$ cat src/rtl/buffer_execute.sv
// buffer_execute: dual-write, single-drain circular queue that sits between
// the dispatch stage and the execute stage.
//
// Ports:
//   clk, rst_n          rising-edge clock; asynchronous active-low reset
//   write1 / data1_in   enqueue the older packet of the pair
//   write2 / data2_in   enqueue the younger packet of the pair
//   buf_full            fewer than two free entries (back-pressure to dispatch)
//   data_out            registered packet issued to execute, one per cycle
//
// Up to two packets go in per cycle and one comes out per cycle, oldest
// first. The queue never stalls its output: each issued packet is held for
// exactly one cycle, and data_out is zero in any cycle that follows an empty
// queue.
module buffer_execute #(
  parameter int WIDTH = 128,
  parameter int DEPTH = 8
) (
  input  logic             clk,
  input  logic             rst_n,
  input  logic             write1,
  input  logic             write2,
  input  logic [WIDTH-1:0] data1_in,
  input  logic [WIDTH-1:0] data2_in,
  output logic             buf_full,
  output logic [WIDTH-1:0] data_out
);

  localparam int PW = $clog2(DEPTH);
  localparam int CW = PW + 1;

  logic [WIDTH-1:0] mem [DEPTH];
  logic [PW-1:0]    rd_ptr, wr_ptr, wr_idx2;
  logic [CW-1:0]    count, free;
  logic             acc1, acc2, pop;

  // Acceptance is based only on the occupancy at the start of the cycle.
  // A pop in the same cycle does not free a slot for that cycle's writes.
  assign free = CW'(DEPTH) - count;
  assign acc1 = write1 && (free >= CW'(1));
  assign acc2 = write2 && (free >= (CW'(1) + CW'(acc1)));
  assign pop  = (count != '0);

  // If write1 is dropped or idle, a lone write2 takes the head slot.
  assign wr_idx2 = wr_ptr + PW'(acc1);

  // Full means a dual write might not fit. Dispatch can therefore always
  // issue a pair whenever this signal is low.
  assign buf_full = (count >= CW'(DEPTH - 1));

  // Storage is not reset. Only the pointers and count define what is valid.
  // Writes land only in free slots, so they never alias the slot being read.
  always_ff @(posedge clk) begin
    if (acc1) mem[wr_ptr]  <= data1_in;
    if (acc2) mem[wr_idx2] <= data2_in;
  end

  always_ff @(posedge clk or negedge rst_n) begin
    if (!rst_n) begin
      rd_ptr   <= '0;
      wr_ptr   <= '0;
      count    <= '0;
      data_out <= '0;
    end else begin
      wr_ptr <= wr_ptr + PW'(acc1) + PW'(acc2);
      count  <= count - CW'(pop) + CW'(acc1) + CW'(acc2);
      if (pop) begin
        data_out <= mem[rd_ptr];
        rd_ptr   <= rd_ptr + PW'(1);
      end else begin
        data_out <= '0;
      end
    end
  end

endmodule

$ cat config.mk
export PLATFORM = sky130hd
export DESIGN_NAME = buffer_execute
export DESIGN_NICKNAME = d
export VERILOG_FILES = /design/src/rtl/buffer_execute.sv
export SDC_FILE = /design/constraint.sdc
export NUM_CORES = 2
export LEC_CHECK = 0
export CORE_MARGIN = 4
export CORE_UTILIZATION = 60
export DETAILED_ROUTE_END_ITERATION = 8
export GPL_ROUTABILITY_DRIVEN = 0
export PLACE_DENSITY = 0.91
export SLEW_MARGIN = 20
export SYNTH_ARGS = -nofsm -noshare
export SYNTH_HDL_FRONTEND = slang
export SYNTH_SLANG_ARGS = --single-unit
$ cat constraint.sdc
create_clock -name clk -period 19.7 [get_ports clk]
set_input_delay 2.955 -clock clk [delete_from_list [all_inputs] [get_ports clk]]
set_output_delay 2.955 -clock clk [all_outputs]
set_load 0.05 [all_outputs]
Yosys cells after proc, flatten, opt, wreduce, memory -nomap -nowiden
Memory sizes are Yosys's and may differ from the RTL's.
Index checks and enable logic that the tools add are counted.
{"block": "word_totals", "in_bits": 260, "rom_bits": 0, "ram_bits": 1024, "out_inout_bits": 129, "wordCells": 24, "register_bits": 138, "latch_bits": 0, "mem_count": 1}
{"block": "classes", "n_mux": 5, "n_addsub": 8, "multipliers": 0, "n_shift": 0, "reduce_logical": 3, "n_eq_ne": 0, "div_mod_pow": 0, "order_cmp": 3, "n_bitwise": 0}
{"memory": "mem", "words": 8, "width": 128, "rd": 1, "rd_ports_with_merged_regs": 0, "write_ports": 2, "line": "32", "source": "logic [WIDTH-1:0] mem [DEPTH];"}
{"operator": "$mux 128", "count": 1}
{"operator": "$add 4x1->4", "count": 2}
{"operator": "$add 3x1->3", "count": 2}
{"operator": "$ge 4x1->1 const B", "count": 1}
{"operator": "$ge 4x2->1", "count": 1}
{"operator": "$ge 4x3->1 const B", "count": 1}
{"operator": "$mux 1", "count": 4}
{"operator": "$reduce_bool 4->1", "count": 1}
{"operator": "$sub 4x1->4", "count": 1}
{"operator": "$sub 4x4->4 const A", "count": 1}
{"operator": "$add 3x1->3 const B", "count": 1}
{"operator": "$add 1x1->2 const A", "count": 1}
{"operator": "$logic_and 1x1->1", "count": 2}

Logic depth before layout (Yosys ltp)
{"block": "depth", "depth_word": 8, "depth_mapped": 15, "depth_no_buf": 15}

Worst setup path before layout
Ideal clock, no wire load.
{"block": "synth_timing", "path_type": "input to register", "from": "input port write1", "to": "memory mem[0][0] (enable)", "cell_stages": 4, "setup_time_ps": 803, "setup_slack_ps": 6201, "t_required_ps": 18897, "arrival_ps": 12696, "n_path_buf": 0, "path_cell_list": "o21ai_0 > inv_1 > nand2b_1 > o31ai_1"}
{"element": "start, declared", "line": "21", "source": "input logic write1,"}
{"element": "end, declared", "line": "32"}

==> impl.org <==
** Run status
- The run finished with clean final reports.

** Timing
- Hold timing on the final database bottoms out at a slack of 595.4 ps.
- Fin crit share :: 36.82%
- For this run, the top clock speed supported by timing is 137.9 MHz.
- Setup slack of the critical path after layout :: 12450 ps
- Count of pins over their slew limit :: 0
- In the final timing run, aggregate negative setup slack is 0 ps.
- Relative slew slack :: about a quarter
- Setup repair after global routing left no endpoint under its margin.
- The worst path in the final design needs a cycle of roughly 7300 ps, including I/O delays and setup.
- Setup violations remaining at the end of the flow were counted as 0.
- The final hold violation count came to 0.
- Worst slew pin tran :: ~1100 ps
- Layout Skew :: 21.21 ps

** Yosys
- Sequential cells were found to cover about three fifths of the synthesized design area.
- Leading post-synthesis cells by cell area :: edfxtp_1 56%, mux2_2 19%, mux4_2 10%
- Area fraction of the dominant cell type after synthesis :: 55.52%
- The synthesized design spends more area on one cell type than any other, namely edfxtp_1.
- Synthesized net count :: 3264
- Async set-reset flop share out of synthesis :: between 10% and 20%
- Number of unique standard cell types used by synthesis :: between 40 and 50
- Most common library cells after synthesis :: 1024 x edfxtp_1, 915 x mux2_2, 256 x mux4_2
- Among all flip-flop cells after synthesis, the most frequent one is edfxtp_1.
- Seq cells post-synth :: ~1200
- Synthesized area per cell :: 18.54 um^2
- Summing every instance area after synthesis gives ~0.055 mm^2.
- Library cell with the highest instance count after synthesis :: edfxtp_1
- After technology mapping, the gate count stands at roughly 3000.
- Number of enable flip-flop cells after synthesis :: about 1000
- Warnings from Yosys :: 0

** Pwr
- The worst-case IR drop observed on VDD is approximately 200 uV.
- Power comes to between 10 and 15 mW.
- Power spread over the standard cell area amounts to about 170 mW/mm^2.
- In this run the static leakage power is ~22 nW.

** Floorplanning
- The floorplan has 111 rows.
- From left edge to right edge, the die measures between 300 and 400 um.
- Die height :: 311.8 um
- Die ar. :: 0.09723 mm^2
- Initial Utilization :: 60.42%
- just under 400 I/O pins were placed.
- Area of the core :: a little over 0.09 mm^2

** GRT
- Number of global-route vias before repair :: roughly 33000
- The number of antenna violations at the first check in global routing is 40.
- Leftover overflow at the end of global routing :: 0
- Entering global routing, the biggest net connects 130 pins.
- The first global-routing pass estimated 205800 um of wire.
- Overall track demand over capacity in global routing :: approximately 28%

** Setup path
- Classification of the worst setup path :: primary input to register
- STA puts the critical path data arrival time at between 7000 and 8000 ps.
- Along the worst path, the maximum fanout reaches roughly 130.
- Sum of buffers and inverters on the critical path :: 5
- The worst setup path is launched from a primary input.
- CP peak stage delay :: around 650 ps
- The kind of cell with the highest combined delay along the critical path is buffers and inverters.
- Cell with the biggest individual delay on the critical path :: buf_12
- The signal on the critical path passes through clkdlybuf4s50_1 -> o21ai_0 -> inv_1 -> ha_1 -> ha_1 -> o211ai_2 -> nor3_2 -> buf_12 -> o21bai_4 -> buf_4 -> buf_4.
- STA puts the critical path data required time at about 20000 ps.
- The worst setup path is captured at a register.

** Clock network
- CTS root buffer :: clkbuf_16
- Total number of clock tree sinks :: between 1000 and 1500
- The H-tree generated during clock tree synthesis spans 3 levels.
- Clock slew at reported path FFs :: around 60 ps
- In this run the deepest clock path goes through 3 buffers.
- Clock insertion delay at the later pin of the skew report :: approximately 700 ps
- CTS tree :: yes
- Post_cts resized :: 0
- For this design, the CTS-stage hold fixing added 0 buffers.
- Number of CTS-inserted buffers :: around 120
- The number of setup buffers added after CTS is 0.

** Final layout
- Relative to the synthesized area, the layout overhead comes to 16.11%.
- Cell Count, Final, Fillers Out :: 4654
- At the end of the flow, the number of nets in the layout was ~3600.
- The finished cells cover approximately 0.064 mm^2.
- In the final layout, the share of cells above drive strength 1 is around 44%.
- Once layout is complete, the utilization of the core stands at 70.15%.

** Placement
- At the placement stage, the worst setup path has a slack of between 10000 and 15000 ps.
- Count of port buffers added during placement :: roughly 390
- Once placement completed, the tool counted placed cells totaling around 4400.
- Post-detail-place hpwl :: roughly 70000 um
- In this run the cell area measured after placement is a little over 0.06 mm^2.

** Routing
- The final route contains between 30000 and 40000 vias.
- Total Routed Length :: roughly 140000 um
- Initial DRT Pass Iterations :: 7
- Average wire per standard cell :: around 30 um
- Using the TritonRoute via totals, the vias-per-cell ratio works out to about 6.5.
- In the routed design, unresolved DRC markers number 0.
- Detail Route Antenna Nets :: 0
- In this run, the number of DRC markers left after iteration 0 of detailed routing was between 3000 and 4000.

** Run
- The tool flagged a number of max-cap violations equal to 0.

** Worst hold path
- The path class of the tightest hold or removal check is register to register.
==> layout make-up <==
cell class / instances / area [um^2]
Tap cell: 1186 / 1484
Fill cell: 5440 / 27360
Clock buffer: 159 / 3308
Antenna cell: 32 / 80.08
Sequential cell: 1162 / 34210
Multi-Input combinational cell: 1613 / 20250
Inverter: 11 / 41.29
Timing Repair Buffer: 430 / 4338
Clock inverter: 61 / 586.8
==> worst paths after layout <==
check,from,to,slack (ps),depth (start not counted)
min reg2reg,count[0],count[0],600,1
max reg2reg,count[1],mem[2][56],13670,14
max in group asynchronous,rst_n,data_out[37],16250,2
max,write1,mem[2][56],12450,11
min,count[0],count[0],600,1
min in group asynchronous,rst_n,data_out[119],2130,1
==> kinds of logic after synthesis <==
group           Yosys count  share of synthesized area (%)
mux                    1408                          34.28
flops                  1162                          61.76
buf+inv                 213                          1.943
simple gates            163                          1.211
compound gates           16                         0.2282
fa+ha+maj                16                         0.3750
xor+xnor                 10                         0.2056
==> state kept, by name, summed over array words and instances (netlist names) <==
name and count:
mem 1024, count 4, wr_ptr 3, rd_ptr 3, data_out 128
==> placed cells by master (no fill, tap or decap), types with 2 or more instances in the layout <==
cell type / instances
nand2_1: 11
o21ai_0: 2
dfrtp_4: 3
mux2i_1: 128
clkbuf_16: 119
clkbuf_1: 22
nor2b_1: 2
o31ai_4: 2
o21bai_4: 4
nor2_1: 131
diode_2: 32
mux4_2: 256
nor3_2: 3
o22ai_4: 2
bufinv_16: 8
buf_4: 31
clkinvlp_4: 2
clkbuf_8: 18
clkinv_4: 3
clkinv_1: 19
inv_6: 6
xnor2_1: 5
buf_12: 11
mux2_2: 915
edfxtp_1: 1024
nand2b_1: 5
xor2_1: 3
inv_1: 10
inv_16: 2
mux2_4: 109
nor2_4: 2
dfrtp_1: 135
ha_1: 15
clkinv_2: 19
clkdlybuf4s50_1: 387
==> worst register-to-register path, cell delays in order (launching register included) <==
cell,delay (ps)
dfrtp_1,430
inv_1,130
ha_1,150
nor2b_1,320
xnor2_4,150
o21ai_0,470
inv_1,150
ha_1,220
ha_1,470
o211ai_2,350
nor3_2,290
buf_12,650
o21bai_4,660
buf_4,520
buf_4,620
==> routing by layer <==
| layer | vias up | global-route usage, % | share of wire (%) |
|---|---|---|---|
| li1 | 12730 | - | - |
| met5 | - | 0 | 0.068 |
| met4 | 14 | 10.53 | 2.7 |
| met2 | 1345 | 47.77 | 51 |
| met1 | 15820 | 35.95 | 38 |
| met3 | 244 | 5.726 | 8.0 |
==> where the power goes <==
group          switching, mW  leakage, nW  internal, mW
Sequential             0.293         11.0          3.82
Combinational           2.49         9.19          1.79
Clock                  0.966         1.92          1.28
Total                   3.75         22.1          6.89
Power figures use the tool's default switching activity.
